**src/rtl/vga_clock_pkg.sv**
```systemverilog
// Shared definitions for the pixel-clock timekeeper: digit limits, the
// load_time field layout, the time record and the update-source encoding.
package vga_clock_pkg;

  localparam logic [3:0] UNIT_MAX  = 4'd9;
  localparam logic [2:0] SEC_D_MAX = 3'd5;
  localparam logic [2:0] MIN_D_MAX = 3'd5;

  // load_time = {pm, hrs_d[1:0], hrs_u[3:0], min_d[2:0], min_u[3:0], sec_d[2:0], sec_u[3:0]}
  localparam int unsigned LT_W     = 21;
  localparam int unsigned LT_SEC_U = 0;
  localparam int unsigned LT_SEC_D = 4;
  localparam int unsigned LT_MIN_U = 7;
  localparam int unsigned LT_MIN_D = 11;
  localparam int unsigned LT_HRS_U = 14;
  localparam int unsigned LT_HRS_D = 18;
  localparam int unsigned LT_PM    = 20;

  typedef struct packed {
    logic       pm;
    logic [1:0] hrs_d;
    logic [3:0] hrs_u;
    logic [2:0] min_d;
    logic [3:0] min_u;
    logic [2:0] sec_d;
    logic [3:0] sec_u;
  } time_t;

  // Which event owns the current cycle's time update, highest priority first.
  typedef enum logic [1:0] {
    UPD_IDLE,
    UPD_LOAD,
    UPD_ADJUST,
    UPD_TICK
  } upd_src_e;

  function automatic time_t unpack_time(input logic [LT_W-1:0] v);
    time_t t;
    t.sec_u = v[LT_SEC_U +: 4];
    t.sec_d = v[LT_SEC_D +: 3];
    t.min_u = v[LT_MIN_U +: 4];
    t.min_d = v[LT_MIN_D +: 3];
    t.hrs_u = v[LT_HRS_U +: 4];
    t.hrs_d = v[LT_HRS_D +: 2];
    t.pm    = v[LT_PM];
    return t;
  endfunction

  // Digit and hour-range check for a requested load; pm is not range-checked.
  function automatic logic time_valid(input time_t t, input logic h24);
    logic ok;
    ok = (t.sec_u <= UNIT_MAX) && (t.sec_d <= SEC_D_MAX) &&
         (t.min_u <= UNIT_MAX) && (t.min_d <= MIN_D_MAX) &&
         (t.hrs_u <= UNIT_MAX);
    if (h24)
      ok = ok && ((t.hrs_d < 2'd2) || ((t.hrs_d == 2'd2) && (t.hrs_u <= 4'd3)));
    else
      ok = ok && (((t.hrs_d == 2'd0) && (t.hrs_u != 4'd0)) ||
                  ((t.hrs_d == 2'd1) && (t.hrs_u <= 4'd2)));
    return ok;
  endfunction

endpackage

```
**src/rtl/bcd_digit_counter.sv**
```systemverilog
// One BCD digit: wraps MAX -> 0 on inc, parallel load overrides inc,
// carry is high in the cycle an inc will wrap the digit.
module bcd_digit_counter #(
  parameter int unsigned W       = 4,
  parameter int unsigned MAX     = 9,
  parameter int unsigned RST_VAL = 0
) (
  input  logic         px_clk,
  input  logic         reset,
  input  logic         inc,
  input  logic         load,
  input  logic [W-1:0] load_val,
  output logic [W-1:0] q,
  output logic         carry
);

  localparam logic [W-1:0] QMAX = W'(MAX);
  localparam logic [W-1:0] QRST = W'(RST_VAL);

  // Carry out to the next digit when this one rolls over.
  always_comb begin
    carry = inc && (q == QMAX);
  end

  // Digit register: reset, then load, then increment.
  always_ff @(posedge px_clk) begin
    if (reset)
      q <= QRST;
    else if (load)
      q <= load_val;
    else if (inc)
      q <= (q == QMAX) ? '0 : q + 1'b1;
  end

endmodule

```
**src/rtl/clock_timekeeper.sv**
```systemverilog
// Time-of-day keeper running off the pixel clock: prescaled one-second
// tick, BCD digit chain, 12/24-hour handling, adjust/load and palette rotation.
module clock_timekeeper
  import vga_clock_pkg::*;
#(
  parameter int unsigned CLK_HZ  = 31_500_000,
  parameter int unsigned H24     = 1,
  parameter int unsigned COLOR_W = 4
) (
  input  logic               px_clk,
  input  logic               reset,
  input  logic               adj_sec,
  input  logic               adj_min,
  input  logic               adj_hrs,
  input  logic               load,
  input  logic [LT_W-1:0]    load_time,
  output logic [3:0]         sec_u,
  output logic [2:0]         sec_d,
  output logic [3:0]         min_u,
  output logic [2:0]         min_d,
  output logic [3:0]         hrs_u,
  output logic [1:0]         hrs_d,
  output logic               pm,
  output logic               sec_tick,
  output logic               min_tick,
  output logic               load_err,
  output logic [COLOR_W-1:0] color_offset
);

  localparam logic        MODE24  = (H24 != 0);
  localparam int unsigned PW      = (CLK_HZ > 2) ? $clog2(CLK_HZ) : 1;
  localparam logic [PW-1:0] PS_LAST = PW'(CLK_HZ - 1);

  logic [PW-1:0] prescaler;
  logic          tick;
  time_t         ld;
  logic          ld_valid;
  upd_src_e      src;
  logic          ld_en, adj_en, tick_adv;
  logic          sec_step, min_step, hr_step, hr_wrap, pm_toggle;
  logic          c_su, c_sd, c_mu, c_md, c_hu;
  logic          hrs_d_carry_unused;
  logic          hrs_load;
  logic [3:0]    hrs_u_load_val;
  logic [1:0]    hrs_d_load_val;

  // Decode the load word and pick the single event that owns this cycle.
  // A rejected load is dropped entirely, so adjust/tick proceed as usual.
  always_comb begin
    ld       = unpack_time(load_time);
    ld_valid = time_valid(ld, MODE24);
    tick     = (prescaler == PS_LAST);
    src      = UPD_IDLE;
    if (load && ld_valid)
      src = UPD_LOAD;
    else if (adj_sec || adj_min || adj_hrs)
      src = UPD_ADJUST;
    else if (tick)
      src = UPD_TICK;
    ld_en    = (src == UPD_LOAD);
    adj_en   = (src == UPD_ADJUST);
    tick_adv = (src == UPD_TICK);
  end

  // Field step enables; adjusts never propagate carries into the next field.
  always_comb begin
    sec_step  = tick_adv || (adj_en && adj_sec);
    min_step  = (tick_adv && c_sd) || (adj_en && adj_min);
    hr_step   = (tick_adv && c_md) || (adj_en && adj_hrs);
    hr_wrap   = hr_step && (MODE24 ? ((hrs_d == 2'd2) && (hrs_u == 4'd3))
                                   : ((hrs_d == 2'd1) && (hrs_u == 4'd2)));
    pm_toggle = !MODE24 && hr_step && (hrs_d == 2'd1) && (hrs_u == 4'd1);
    // Hour wrap (23->00 or 12->01) is applied as a load of both hour digits.
    hrs_load       = ld_en || hr_wrap;
    hrs_u_load_val = ld_en ? ld.hrs_u : (MODE24 ? 4'd0 : 4'd1);
    hrs_d_load_val = ld_en ? ld.hrs_d : 2'd0;
  end

  bcd_digit_counter #(.W(4), .MAX(int'(UNIT_MAX)), .RST_VAL(0)) u_sec_u (
    .px_clk(px_clk), .reset(reset), .inc(sec_step), .load(ld_en),
    .load_val(ld.sec_u), .q(sec_u), .carry(c_su));

  bcd_digit_counter #(.W(3), .MAX(int'(SEC_D_MAX)), .RST_VAL(0)) u_sec_d (
    .px_clk(px_clk), .reset(reset), .inc(c_su), .load(ld_en),
    .load_val(ld.sec_d), .q(sec_d), .carry(c_sd));

  bcd_digit_counter #(.W(4), .MAX(int'(UNIT_MAX)), .RST_VAL(0)) u_min_u (
    .px_clk(px_clk), .reset(reset), .inc(min_step), .load(ld_en),
    .load_val(ld.min_u), .q(min_u), .carry(c_mu));

  bcd_digit_counter #(.W(3), .MAX(int'(MIN_D_MAX)), .RST_VAL(0)) u_min_d (
    .px_clk(px_clk), .reset(reset), .inc(c_mu), .load(ld_en),
    .load_val(ld.min_d), .q(min_d), .carry(c_md));

  bcd_digit_counter #(.W(4), .MAX(int'(UNIT_MAX)), .RST_VAL(MODE24 ? 0 : 2)) u_hrs_u (
    .px_clk(px_clk), .reset(reset), .inc(hr_step && !hr_wrap), .load(hrs_load),
    .load_val(hrs_u_load_val), .q(hrs_u), .carry(c_hu));

  bcd_digit_counter #(.W(2), .MAX(2), .RST_VAL(MODE24 ? 0 : 1)) u_hrs_d (
    .px_clk(px_clk), .reset(reset), .inc(c_hu), .load(hrs_load),
    .load_val(hrs_d_load_val), .q(hrs_d), .carry(hrs_d_carry_unused));

  // Prescaler: restarts on reset and on an accepted load, wraps at CLK_HZ-1.
  always_ff @(posedge px_clk) begin
    if (reset || ld_en || tick)
      prescaler <= '0;
    else
      prescaler <= prescaler + 1'b1;
  end

  // pm flag, palette rotation and single-cycle strobes.
  always_ff @(posedge px_clk) begin
    if (reset) begin
      pm           <= 1'b0;
      color_offset <= '0;
      sec_tick     <= 1'b0;
      min_tick     <= 1'b0;
      load_err     <= 1'b0;
    end else begin
      if (ld_en)
        pm <= MODE24 ? 1'b0 : ld.pm;
      else if (pm_toggle)
        pm <= ~pm;
      if (min_step)
        color_offset <= color_offset + 1'b1;
      sec_tick <= tick_adv;
      min_tick <= tick_adv && c_sd;
      load_err <= load && !ld_valid;
    end
  end

endmodule

```
**config.mk**
```make
export PLATFORM = sky130hd
export DESIGN_NAME = clock_timekeeper
export DESIGN_NICKNAME = d
export VERILOG_FILES = /design/src/rtl/vga_clock_pkg.sv /design/src/rtl/bcd_digit_counter.sv /design/src/rtl/clock_timekeeper.sv
export SDC_FILE = /design/constraint.sdc
export NUM_CORES = 1
export LEC_CHECK = 0
export BUFFER_PORTS_ARGS = -buffer_cell sky130_fd_sc_hd__buf_2
export CAP_MARGIN = 20
export CORE_AREA = 2 2 93 95
export CTS_BUF_LIST = sky130_fd_sc_hd__clkbuf_4 sky130_fd_sc_hd__clkbuf_8
export CTS_CLUSTER_DIAMETER = 200
export CTS_CLUSTER_SIZE = 10
export DETAILED_ROUTE_END_ITERATION = 10
export DIE_AREA = 0 0 95 97
export GPL_ROUTABILITY_DRIVEN = 0
export PLACE_DENSITY = 0.63
export SYNTH_ARGS = -nofsm -noshare
export SYNTH_HDL_FRONTEND = slang
export SYNTH_HIERARCHICAL = 1
export SYNTH_SLANG_ARGS = --single-unit
```
**constraint.sdc**
```tcl
create_clock -name px_clk -period 7.5 [get_ports px_clk]
set_clock_uncertainty 0.15 [all_clocks]
set_input_delay 1.5 -clock px_clk [delete_from_list [all_inputs] [get_ports px_clk]]
set_output_delay 1.5 -clock px_clk [all_outputs]
set_load 0.01 [all_outputs]
```
Word level (Yosys, flattened, before mapping)
Index checks and enable logic that the tools add are counted.

Flip-flop bits (word level): 52. Latch bits: 0. Bits in writable memories: 0. Memory bits (read-only): 0. Input port bits: 27. Logic and storage cells: 99. Memories: 0.

$add $sub $neg: 8. Multipliers: 0. Div/mod/pow operators: 0. $lt $le $gt $ge: 7. Eq/ne operators: 12. Shifts and indexed selects: 0. Mux-type cells: 23. Bitwise gates (word level): 0. Reduce and logical (&&, ||, !) cells: 38.

Operators with widths (number): 2-to-1 mux 4 bit (10); adder 25 x 1 -> 25 bit (second input constant) (1); equality test 25 bit (second input constant) (1); logical AND 1 bit (21); 2-to-1 mux 3 bit (6); adder 4 x 1 -> 4 bit (second input constant) (4); 2-to-1 mux 2 bit (7); equality test 4 bit (second input constant) (3); <= comparator 4 bit (second input constant) (3); nonzero test 2 bit (6); logical OR 1 bit (9); equality test 2 bit (second input constant) (4); adder 3 x 1 -> 3 bit (second input constant) (2); equality test 3 bit (second input constant) (2); <= comparator 3 bit (second input constant) (2); equality test 4 x 2 -> 1 bit (second input constant) (1); <= comparator 4 x 2 -> 1 bit (second input constant) (1); adder 2 x 1 -> 2 bit (second input constant) (1); equality test 2 x 1 -> 1 bit (second input constant) (1); logical NOT 1 bit (2); less-than comparator 2 bit (second input constant) (1).

Depth between registers and ports, before layout
Gate-level depths: netlist of the first run.

Depth in word-level cells: 25. Depth in mapped cells: 20.

Modules after synthesis
The synthesis of the first run kept the hierarchy.

Modules (own cells, without submodules): clock_timekeeper (instances 1, cells an instance 182, area an instance 1619.1 um^2); bcd_digit_counter at u_hrs_u ... (instances 3, cells an instance 28, area an instance 245.2 um^2); bcd_digit_counter at u_min_d ... (instances 2, cells an instance 16, area an instance 171.4 um^2); bcd_digit_counter at u_hrs_d (instances 1, cells an instance 13, area an instance 116.4 um^2).

Least setup slack after synthesis of the first run
No wires, ideal clock.

Path kind: input port to flip-flop. From: input load_time[15]. To: register u_hrs_d.q[0]. Arrival: 5.583 ns. Data required time: 7.262 ns. Slack: 1.679 ns. Stages on the path: 19. Cells stage by stage: o21ai_0 > nand3_1 > nor2_1 > clkbuf_1 > nor2_1 > nand2_2 > nor3_1 > and4b_1 > a41oi_4 > nor2_2 > nand2_2 > nor3_1 > and4b_1 > a21oi_1 > nor2_1 > nand2_2 > nor3_1 > or3b_1 > a311oi_2.

Elaborated cells between the ends (all ways): 31. Classes of those cells: 2 x order compare; 3 x eq/ne; 3 x mux; 23 x reduce/logical.

RTL lines: start, declared (RTL line clock_timekeeper.sv:16) `input logic [LT_W-1:0] load_time,`; <= comparator 4 x 2 -> 1 bit (RTL line vga_clock_pkg.sv:56) `ok = ok && ((t.hrs_d < 2'd2) || ((t.hrs_d == 2'd2) && (t.hrs_u <= 4'd3)));`; logical AND 1 bit (RTL line vga_clock_pkg.sv:56); logical OR 1 bit (RTL line vga_clock_pkg.sv:56); logical AND 1 bit (*) (RTL line vga_clock_pkg.sv:56); logical AND 1 bit (*) (RTL line clock_timekeeper.sv:54) `if (load && ld_valid)`; 2-to-1 mux 2 bit (*) (RTL line clock_timekeeper.sv:54); equality test 2 x 1 -> 1 bit (*) (RTL line clock_timekeeper.sv:60) `ld_en = (src == UPD_LOAD);`; net ld_en (RTL line clock_timekeeper.sv:39) `logic ld_en, adj_en, tick_adv;`; 2-to-1 mux 2 bit / logical OR 1 bit (equally long branches) (RTL line clock_timekeeper.sv:76, clock_timekeeper.sv:74); 2-to-1 mux 2 bit / nonzero test 2 bit (equally long branches); end signal, assigned (RTL line bcd_digit_counter.sv:30) `q <= load_val;`; end signal, assigned (RTL line bcd_digit_counter.sv:32) `q <= (q == QMAX) ? '0 : q + 1'b1;`; end, declared (RTL line bcd_digit_counter.sv:13) `output logic [W-1:0] q,`.

Mark *: on every way through the listed nets, which the timed path passes. The rest lies on a longest branch. A chain may end at the register's enable or synchronous reset.

Worst setup path after layout of the first run
From: input adj_min. To: register u_hrs_d.q[0].

Cells in the longest elaborated chain, start to end: 20. Elaborated cells between the ends (all ways): 27. Classes of those cells: 3 x eq/ne; 4 x mux; 20 x reduce/logical.

Ends and longest elaborated chain: start, declared (RTL line clock_timekeeper.sv:13) `input logic adj_min,`; logical OR 1 bit (*) (2 in a row) (RTL line clock_timekeeper.sv:56) `else if (adj_sec || adj_min || adj_hrs)`; 2-to-1 mux 2 bit (*) (RTL line clock_timekeeper.sv:56); 2-to-1 mux 2 bit (*) (RTL line clock_timekeeper.sv:54); equality test 2 bit (RTL line clock_timekeeper.sv:61) `adj_en = (src == UPD_ADJUST);`; logical AND 1 bit (RTL line clock_timekeeper.sv:67) `sec_step = tick_adv || (adj_en && adj_sec);`; logical OR 1 bit (*) (RTL line clock_timekeeper.sv:67); net sec_step (RTL line clock_timekeeper.sv:40) `logic sec_step, min_step, hr_step, hr_wrap, pm_toggle;`; logical AND 1 bit (*) (RTL line bcd_digit_counter.sv:22) `carry = inc && (q == QMAX);`; net c_su (RTL line clock_timekeeper.sv:41) `logic c_su, c_sd, c_mu, c_md, c_hu;`; [... 1 more ...]; net c_sd (RTL line clock_timekeeper.sv:41); [... 2 more ...]; net min_step (RTL line clock_timekeeper.sv:40); [... 1 more ...]; net c_mu (RTL line clock_timekeeper.sv:41); [... 1 more ...]; net c_md (RTL line clock_timekeeper.sv:41); logical AND 1 bit (*) (RTL line clock_timekeeper.sv:69) `hr_step = (tick_adv && c_md) || (adj_en && adj_hrs);`; logical OR 1 bit (*) (RTL line clock_timekeeper.sv:69); logical AND 1 bit (RTL line clock_timekeeper.sv:70) `hr_wrap = hr_step && (MODE24 ? ((hrs_d == 2'd2) && (hrs_u == 4'd3))`; logical NOT 1 bit (RTL line clock_timekeeper.sv:96) `.px_clk(px_clk), .reset(reset), .inc(hr_step && !hr_wrap), .load(hrs_load),`; logical AND 1 bit (*) (RTL line clock_timekeeper.sv:96); logical AND 1 bit (*) (RTL line bcd_digit_counter.sv:22); net c_hu (RTL line clock_timekeeper.sv:41); nonzero test 2 bit (no line) (*).

Marked as above.

==> results of run 1 <==
## registers in the layout (all words and copies together) (netlist names)
register,count
prescaler,25
color_offset,4
u_hrs_u/q,4
u_min_u/q,4
u_sec_u/q,4
u_min_d/q,3
u_sec_d/q,3
u_hrs_d/q,2
load_err,1
min_tick,1
sec_tick,1
## through the flow
| stage | cells | utilization, % | worst slack [ps] |
|---|---|---|---|
| after floorplan | 309 | - | 1734 |
| after global placement | 459 | 38.99 | 1114 |
| after detailed placement | 459 | 38.99 | 1029 |
| after CTS | 466 | 39.99 | 1304 |
| after global routing | 466 | 39.99 | 861.4 |
| final | 466 | 39.99 | 1273 |
## per-layer routing
layer  GRT usage [%]  wire length (um)  up-vias
li1                -                 -     1188
met1           18.27              2846     1122
met2           22.42              2913       47
met3           2.414               206        5
met4           4.571                62        0
met5               0                 0        -
## power breakdown
group	total (uW)	internal [uW]	switching, uW
logic	61.7	28.0	33.7
registers	298	285	12.8
clock network	157	67.4	89.4
## cell type report
| class | count | area, um2 | share of cell area, % |
|---|---|---|---|
| clock buffer | 6 | 76.32 | 2.346 |
| clock inverter | 1 | 5.005 | 0.1538 |
| inverter | 15 | 56.30 | 1.731 |
| multi-input combinational | 233 | 1668 | 51.27 |
| sequential | 52 | 1041 | 32.00 |
| tap | 105 | 131.4 | 4.038 |
| timing repair buffer | 54 | 275.3 | 8.462 |
## worst min-delay path by stage
stage | from | depth (start not counted) | endpoint
final | prescaler[0] | 1 | prescaler[0]
after global routing | prescaler[0] | 1 | prescaler[0]
after CTS | prescaler[0] | 1 | prescaler[0]
after detailed placement | prescaler[0] | 1 | prescaler[0]
after global placement | prescaler[0] | 1 | prescaler[0]
after floorplan | prescaler[0] | 1 | prescaler[0]
## worst register-to-register path, cell delays in order, from the launching register on
cell	delay (ps)
dfxtp_1	410
or4b_4	500
nor3_4	280
and3_1	240
nor2_1	60
nor2_1	280
nand2_2	100
nor3_1	530
and4b_1	390
a41oi_4	160
nor2_2	290
nand2_2	110
nor3_1	580
and4b_1	290
a21oi_1	100
nor2_1	350
nand2_2	110
nor3_1	290
or3b_1	390
a311oi_2	260
==> results_dict.tcl, run 1 <==
set metrics [dict create \
    fin_setup_tns_ps 0 \
    die_w_um 95 \
    syn_inst 309 \
    design.die.area_um2 9215 \
    grt_pass1_vias 2319 \
    critical_path_depth 19 \
    routed_wl_um 6029 \
    antenna_found_initial 0 \
    worst_slew_pin_slew_ps 792.9 \
    required_ps 7560 \
    ir_worst_vdd_mv 0.08548 \
    dpl-instance-area_um2 3172 \
    cts_tree "done" \
    drtIter0Drc 84 \
    critPathLaunchType "input port" \
    path_cells "buf_2 -> nor3_1 -> and3_1 -> nor2_1 -> nor2_1 -> nand2_2 -> nor3_1 -> and4b_1 -> a41oi_4 -> nor2_2 -> nand2_2 -> nor3_1 -> and4b_1 -> a21oi_1 -> nor2_1 -> nand2_2 -> nor3_1 -> or3b_1 -> a311oi_2" \
    area_growth_pct 15.92 \
    crit_path_max_incr_delay_ps 580 \
    clkSinkCount 52 \
    crit_fanout 6 \
    critPathCaptureType "flop" \
    path_delay_family "simple AND/OR/NAND/NOR gates" \
    finalPower_uw 516.3 \
    first_pass_iters 4 \
    rsz0062_at_grt "no" \
    fin_area_um2 3253 \
    holdWs_ps 330.5 \
    diodes 0 \
    clkTransAtPathRegs_ps 90 \
    setup.worst_path.end "u_hrs_d/q[0]" \
    die_y_um 97 \
    grt.total_usage_pct 13.77 \
    fin_crit_sh_pct 83.02 \
    cp_common_cell "nor3_1" \
    post_cts_buffers 0 \
    hp-class "reg2reg" \
    h-tree-depth 2 \
    hold_violations 0 \
    hold_buffers 0 \
    routedWlPerCell_um 12.94 \
    crit_type "in2reg" \
    r2r_cells 19 \
    num_rows 33 \
    grt_pass1_wl_um 10380 \
    fmax_mhz 160.6 \
    synthesis.nets 338 \
    start_util_pct 34.50 \
    io_pins 55 \
    setup_viol 0 \
    root_buffer "clkbuf_8" \
    cts_buffers 5 \
    cp_data_arrival_time_ps 6290 \
    ctsLongestPathBuffers 2 \
    layout.nets 390 \
    clk_latency_ps 300 \
    drive_above_1_share_pct 23.55 \
    drc_errors 0 \
    io_buffer_count 52 \
    reg2reg_to "u_hrs_d/q[0]" \
    r2r_slack_ps 1550 \
    synth_area_um2 2806 \
    grt_max_degree 35 \
    vias 2362 \
    maxCapViolations 0 \
    r2r-start "prescaler[13]" \
    power_density_nw_per_um2 158.7 \
    detail-route-antenna-nets 0 \
    final_cell_mix "dfxtp_1 (52), buf_2 (52), nor2_1 (38), xor2_1 (21), nand3_1 (17)" \
    cp_num_buf_inv 1 \
    drv_slew 0 \
    vias_per_cell 5.069 \
    yosysWarnings 6 \
    fill_cells 837 \
    outcome "completed" \
    post_cts_resized 0 \
    crit_slowest_cell "nor3_1" \
    core-area_um2 8134 \
    slew-limit-headroom_pct 47.14 \
    period_needed_ps 6227 \
    cellLeakagePower_uw 0.001313 \
    grt-ovfl-total 0 \
    syn-mean-instance-area_um2 9.082 \
    critical_path.startpoint "adj_min" \
    detailed_place_hpwl_um 4340 \
]
Power figures use the tool's default switching activity.
==> inputs of run 2 (changes only) <==
PLACE_DENSITY = 0.65   (was 0.63)
clock period = 5.5 ns   (was 7.5 ns; I/O delays follow)
==> run 2 against run 1 <==
  * Via count is 0.34% higher
  * Final area is 1.2% higher
  * Wire length is 2.8% lower
  * Final cell count is 0.86% higher
  * Non-clock buffer count is 3 higher
  * Critical path depth stayed put
  * Sequential cell count stayed put
  * Sequential power is 36% higher
  * Hold slack worse by 9.8 ps
==> results_dict.tcl, run 2 (synthesis results as in run 1) <==
set metrics [dict create \
    clkSinkCount 52 \
    antenna_found_initial 0 \
    post_cts_resized 0 \
    worst_slew_pin_slew_ps 764.4 \
    detailed_place_hpwl_um 4196 \
    drc_errors 0 \
    outcome "completed" \
    io_pins 55 \
    largest_register_ffs 25 \
    power_density_nw_per_um2 218.8 \
    vias_per_cell 5.043 \
    routedWlPerCell_um 12.47 \
    maxCapViolations 0 \
    period_needed_ps 4997 \
    die_y_um 97 \
    die_w_um 95 \
    hold_buffers 0 \
    cts_buffers 5 \
    hold_violations 0 \
    r2r_cells 19 \
    h-tree-depth 2 \
    vias 2370 \
    num_rows 33 \
    fin_setup_tns_ps 0 \
    fin_crit_sh_pct 90.86 \
    critPathCaptureType "flop" \
    io_buffer_count 52 \
    ir_worst_vdd_mv 0.1235 \
    clkTransAtPathRegs_ps 90 \
    r2r-start "prescaler[13]" \
    core-area_um2 8134 \
    area_growth_pct 17.30 \
    setup_viol 0 \
    slew-limit-headroom_pct 49.04 \
    fin_cells 470 \
    cts_tree "done" \
    detail-route-antenna-nets 0 \
    root_buffer "clkbuf_8" \
    grt.total_usage_pct 13.27 \
    critical_path.startpoint "prescaler[13]" \
    setup.worst_path.end "u_hrs_d/q[0]" \
    layout.nets 393 \
    fmax_mhz 200.1 \
    crit_type "reg2reg" \
    drive_above_1_share_pct 24.38 \
    ctsLongestPathBuffers 2 \
    reg2reg_to "u_hrs_d/q[0]" \
    start_util_pct 34.50 \
    cp_data_arrival_time_ps 5060 \
    grt_pass1_vias 2276 \
    cellLeakagePower_uw 0.001332 \
    placedCellCount 462 \
    grt_pass1_wl_um 10090 \
    r2r_slack_ps 500 \
    rsz0062_at_grt "no" \
    post_cts_buffers 0 \
    grt_max_degree 35 \
    design.die.area_um2 9215 \
    clk_latency_ps 310 \
    critPathLaunchType "flop" \
    crit_fanout 5 \
    diodes 0 \
    final_cell_mix "dfxtp_1 (52), buf_2 (52), nor2_1 (38), xor2_1 (21), nand3_1 (17)" \
    routed_wl_um 5861 \
    drv_slew 0 \
    first_pass_iters 4 \
    grt-ovfl-total 0 \
    hp-class "reg2reg" \
    drtIter0Drc 81 \
    required_ps 5560 \
    top_register "prescaler" \
]
[run 2: cell count changes in the layout (fill, tap and decap cells not counted), sizes merged]
cell | previous run | this run
clkbuf | 6 | 7
clkinvlp | 0 | 1
clkinv | 1 | 0
buf | 54 | 57
[run 2: per-layer routing]
| metal | GRT usage [%] | part of all wire (%) | up-vias |
|---|---|---|---|
| li1 | - | - | 1195 |
| met1 | 18.04 | 49 | 1133 |
| met2 | 21.11 | 46 | 37 |
| met3 | 2.570 | 3.3 | 5 |
| met4 | 4.125 | 1.1 | 0 |
| met5 | 0 | 0 | - |
[run 2: how the worst min path moves through the flow]
stage               cells after the start         start      endpoint
floorplan                               1  prescaler[0]  prescaler[0]
global placement                        1  prescaler[0]  prescaler[0]
detailed placement                      1  prescaler[0]  prescaler[0]
CTS                                     1  prescaler[0]  prescaler[0]
global route                            1  prescaler[0]  prescaler[0]
finish                                  1  prescaler[0]  prescaler[0]
[run 2: layout make-up]
| cell class | instances | area, um2 |
|---|---|---|
| fillers | 805 | 4842 |
| multi-input cells | 233 | 1668 |
| flip-flops and latches | 52 | 1041 |
| repair buffers | 57 | 297.8 |
| well taps | 105 | 131.4 |
| clock buffers | 7 | 90.09 |
| inverters | 15 | 56.30 |
| clock inverters | 1 | 7.507 |
[run 2: stage by stage]
stage	utilization (%)	hold slack (ps)	setup WS [ps]	total power (uW)	instance area [um2]
floorplan	-	279.7	134.4	463.7	2806
CTS	40.47	336.4	473.1	731.6	3292
detailed placement	39.27	314.5	296.1	499.9	3194
global placement	39.27	291.3	354.6	497.3	3194
finish	40.47	320.7	502.9	720.2	3292
global route	40.47	357.1	66.78	758.8	3292
[run 2: worst max-delay path: stages (launching register included)]
cell and delay, ps:
dfxtp_1 410, or4b_4 500, nor3_4 270, and3_1 230, nor2_1 70, nor2_1 270, nand2_2 100, nor3_1 230
and4b_1 330, a41oi_4 160, nor2_2 150, nand2_2 70, nor3_1 240, and4b_1 220, a21oi_1 90, nor2_1 310
nand2_2 110, nor3_1 340, or3b_1 410, a311oi_2 230
[run 2: power by group]
part	internal, uW	switching, uW	total, uW
clock	107	122	230
sequential	389	17.7	406
combinational	38.7	45.5	84.2
